File: src/rtl/seq_det_prog.sv
// Programmable serial sequence detector with overlap control and a
// saturating match counter; the match pulse is registered.
module seq_det_prog #(
    parameter int                 SEQ_LEN     = 4,
    parameter logic [SEQ_LEN-1:0] DEFAULT_PAT = 4'b0101,
    parameter int                 CNT_W       = 8
) (
    input  logic               clk,
    input  logic               rst,
    input  logic               x,
    input  logic               in_valid,
    input  logic [SEQ_LEN-1:0] pattern,
    input  logic               pat_load,
    input  logic               overlap_en,
    input  logic               cnt_clr,
    output logic               out,
    output logic [CNT_W-1:0]   match_cnt
);

    localparam int HW = SEQ_LEN - 1;
    localparam int FW = $clog2(SEQ_LEN + 1);
    localparam logic [FW-1:0] FULL    = FW'(SEQ_LEN);
    localparam logic [FW-1:0] ARM_PRE = FW'(SEQ_LEN - 2);

    typedef enum logic {
        FILLING = 1'b0,
        ARMED   = 1'b1
    } state_e;

    state_e state_q, state_d;

    logic [HW-1:0]      hist_q, hist_d;
    logic [FW-1:0]      fill_q, fill_d;
    logic [SEQ_LEN-1:0] pat_q, pat_d;
    logic               out_q, out_d;
    logic [CNT_W-1:0]   cnt_q, cnt_d;

    logic               accept;
    logic               match;
    logic [SEQ_LEN-1:0] window;

    // A load cycle discards the bit presented with it
    assign accept = in_valid & ~pat_load;
    assign window = {hist_q, x};

    always_ff @(posedge clk or posedge rst) begin
        if (rst) begin
            state_q <= FILLING;
        end else begin
            state_q <= state_d;
        end
    end

    always_comb begin
        state_d = state_q;
        if (pat_load) begin
            state_d = FILLING;
        end else if (accept) begin
            unique case (state_q)
                FILLING: if (fill_q >= ARM_PRE) state_d = ARMED;
                ARMED:   if (match && !overlap_en) state_d = FILLING;
                default: state_d = FILLING;
            endcase
        end
    end

    always_comb begin
        match = (state_q == ARMED) && accept && (window == pat_q);
    end

    always_comb begin
        hist_d = hist_q;
        fill_d = fill_q;
        pat_d  = pat_q;
        out_d  = match;
        cnt_d  = cnt_q;
        if (pat_load) begin
            pat_d  = pattern;
            hist_d = '0;
            fill_d = '0;
        end else if (accept) begin
            hist_d = window[HW-1:0];
            if (match && !overlap_en) begin
                fill_d = '0;
            end else if (fill_q != FULL) begin
                fill_d = fill_q + 1'b1;
            end
        end
        // Clear beats a simultaneous match
        if (cnt_clr) begin
            cnt_d = '0;
        end else if (match && (cnt_q != {CNT_W{1'b1}})) begin
            cnt_d = cnt_q + 1'b1;
        end
    end

    always_ff @(posedge clk or posedge rst) begin
        if (rst) begin
            hist_q <= '0;
            fill_q <= '0;
            pat_q  <= DEFAULT_PAT;
            out_q  <= 1'b0;
            cnt_q  <= '0;
        end else begin
            hist_q <= hist_d;
            fill_q <= fill_d;
            pat_q  <= pat_d;
            out_q  <= out_d;
            cnt_q  <= cnt_d;
        end
    end

    assign out       = out_q;
    assign match_cnt = cnt_q;

endmodule
File: config.mk
export PLATFORM = sky130hd
export DESIGN_NAME = seq_det_prog
export DESIGN_NICKNAME = d
export VERILOG_FILES = /design/src/rtl/seq_det_prog.sv
export SDC_FILE = /design/constraint.sdc
export NUM_CORES = 1
export LEC_CHECK = 0
export BUFFER_PORTS_ARGS = -buffer_cell sky130_fd_sc_hd__buf_2
export CORE_MARGIN = 3
export CORE_UTILIZATION = 26
export CTS_CLUSTER_DIAMETER = 80
export DETAILED_ROUTE_END_ITERATION = 8
export GPL_ROUTABILITY_DRIVEN = 0
export MAX_ROUTING_LAYER = met4
export PLACE_DENSITY_LB_ADDON = 0.15
export SLEW_MARGIN = 20
export SYNTH_ARGS = -nofsm -noshare
export SYNTH_HDL_FRONTEND = slang
export SYNTH_SLANG_ARGS = --single-unit
export TNS_END_PERCENT = 10
File: constraint.sdc
create_clock -name clk -period 2.32 [get_ports clk]
set_input_delay 0.464 -clock clk [delete_from_list [all_inputs] [get_ports clk]]
set_output_delay 0.464 -clock clk [all_outputs]
set_load 0.02 [all_outputs]
==> results.json <==
{
  "yosys_warnings": 0,
  "crit_arrival_ps": 2010,
  "synth_flop_cell": "dfrtp_1",
  "crit_cells": 5,
  "remaining_drc_errors": 0,
  "die_w_um": 68.82,
  "ant_nets": 0,
  "cpLargestDelayFamily": "simple AND/OR/NAND/NOR gates",
  "h-tree-depth": 1,
  "grt_max_degree": 21,
  "grt_first_pass_wirelength_um": 3208,
  "post_dp_cell_area_mm2": 0.001147,
  "dieArea_mm2": 0.004736,
  "critical_path_class": "reg -> reg",
  "clk_pin_slew_ps": 80,
  "die_h_um": 68.82,
  "grt.overflow.total": 0,
  "vdd_drop_max_mv": 0.1912,
  "skew_ps": 5.847,
  "grt.total_usage": 0.09570,
  "cts_tree": "done",
  "io_buffers": 19,
  "critPathLaunchType": "flip-flop",
  "nets": 128,
  "cts_resized": 0,
  "min_path_type": "in -> async",
  "max_cap_violations": 0,
  "power_density_mw_per_mm2": 666.3,
  "clock_latency_ps": 260,
  "final-hold-violation-count": 0,
  "clockRootBuffer": "clkbuf_8",
  "setup_tns_ps": 0,
  "row_count": 22,
  "diodes": 0,
  "synth_edf_count": 0,
  "status": "completed",
  "cts_sinks": 20,
  "fin_crit_ps": 1871,
  "clk_path_buf_depth": 2,
  "synth_cell_types": 27,
  "crit_slowest_cell": "dfstp_2",
  "syn_to_final_growth_pct": 18.78,
  "worstPathCellList": "xnor2_1 -> nand4_1 -> nor3_4 -> nand4_1 -> mux2_1",
  "fillers": 400,
  "dr.pass1.iters": 4,
  "drive_gt1_frac": 0.2743,
  "wire_per_inst_um": 11.96,
  "netlist_area_mm2": 0.001026,
  "layout_setup_ws_ps": 448.6,
  "fmax_mhz": 534.4,
  "finalWirelength_um": 1926,
  "vias_per_cell": 4.311,
  "fin_crit_sh": 0.8066,
  "reg2reg_from": "pat_q[2]$_DFFE_PP1P_",
  "ff2ff_path_depth": 5,
  "boundaryPins": 20,
  "cts_hold_buf": 0,
  "syn_avg_cell_area_um2": 10.91,
  "vias": 694,
  "cp.required_ps": 2460,
  "core_area_mm2": 0.003744,
  "power_uw": 812.0,
  "worst-path-max-fanout": 8,
  "rsz0062_at_grt": "false",
  "p_leak_nw": 0.5564,
  "worst_pin_slew_ps": 741.9,
  "synth_nets": 108,
  "end_kind": "flip-flop",
  "cts_buffers": 3,
  "crit_start": "pat_q[2]$_DFFE_PP1P_",
  "slew_headroom": 0.5049,
  "ys_seq_area_frac": 0.4902,
  "place_hpwl_um": 1424,
  "drv_slew": 0,
  "synth-async-reset-ratio": 1.000,
  "r2r_end": "match_cnt[6]$_DFFE_PP0P_",
  "antenna_found_initial": 0,
  "design_area_mm2": 0.001219,
  "r2r_slack_ps": 450,
  "crit_top_cell": "nand4_1",
  "first_global_vias": 711,
  "setup_violations": 0,
  "drt_iter0_markers": 39,
  "start_util": 0.2741,
  "pre_cts_ws_ps": 387.2,
  "slowest_delay_ps": 540,
  "post-cts-setup-buffers": 0,
  "synth_cells": 94,
  "critPathBufInv": 0,
  "layout_common_cells": "buf_2, dfrtp_1, nor2_1",
  "final_common_cell": "buf_2",
  "ys_seq_elements": 20
}
==> flip-flops by register name, summed over array words and instances (netlist names) <==
register and count:
fill_q 3, hist_q 3, match_cnt 8, out 1, pat_q 4, state_q 1
==> synth_stat cells, types with 2 or more instances <==
cell type  count  share of area
a21oi_1        2         0.0098
buf_6          2          0.022
xnor2_1       11          0.094
dfrtp_1       18           0.44
nor4_1         4          0.024
mux2i_1        5          0.049
nor2_1        15          0.055
dfstp_2        2          0.051
mux2_2         4          0.044
nand3_1        3          0.015
ha_1           3          0.037
nand4_1        3          0.018
and4_1         3          0.026
inv_1          6          0.022
==> how the worst max path moves through the flow <==
stage	end	slack [ps]
2_1_floorplan	match_cnt[6]$_DFFE_PP0P_	470
3_3_place_gp	match_cnt[6]$_DFFE_PP0P_	450
3_5_place_dp	match_cnt[6]$_DFFE_PP0P_	390
4_1_cts	match_cnt[6]$_DFFE_PP0P_	440
5_1_grt	match_cnt[6]$_DFFE_PP0P_	310
6_report	match_cnt[6]$_DFFE_PP0P_	450
==> cell families after synthesis <==
family,Yosys count,synth area share
compound gates,6,0.03537
buf+inv,10,0.05487
flops,20,0.4902
xor+xnor,11,0.09390
fa+ha+maj,3,0.03659
mux,10,0.1037
simple gates,34,0.1854
==> metrics by stage <==
step	hold slack [ps]	utilization	cells
global route	389.0	0.3255	161
CTS	363.3	0.3255	161
floorplan	426.3	-	94
detailed placement	514.9	0.3065	157
finish	318.5	0.3255	161
global placement	511.4	0.3065	157
==> metal layers <==
layer  share of wire  GRT usage  vias up
li1                -          -      365
met1            0.47     0.1124      318
met2            0.49     0.1502        7
met3           0.018    0.01945        4
met4           0.026    0.05839        0
met5               0          -        -
==> final cells by class <==
cell class | instances | area, µm² | area share
well taps | 48 | 60.06 | 0.04928
flip-flops and latches | 20 | 503.0 | 0.4127
clock buffers | 3 | 41.29 | 0.03388
repair buffers | 19 | 95.09 | 0.07803
multi-input cells | 64 | 466.7 | 0.3830
inverters | 6 | 22.52 | 0.01848
clock inverters | 1 | 30.03 | 0.02464
==> where the power goes <==
| part | switching [mW] | internal (mW) | leakage (nW) |
|---|---|---|---|
| Sequential | 0.0145 | 0.369 | 0.264 |
| Clock | 0.119 | 0.230 | 0.0357 |
| Combinational | 0.0430 | 0.0363 | 0.256 |
| Total | 0.176 | 0.636 | 0.556 |
(Power assumes the default switching activity.)
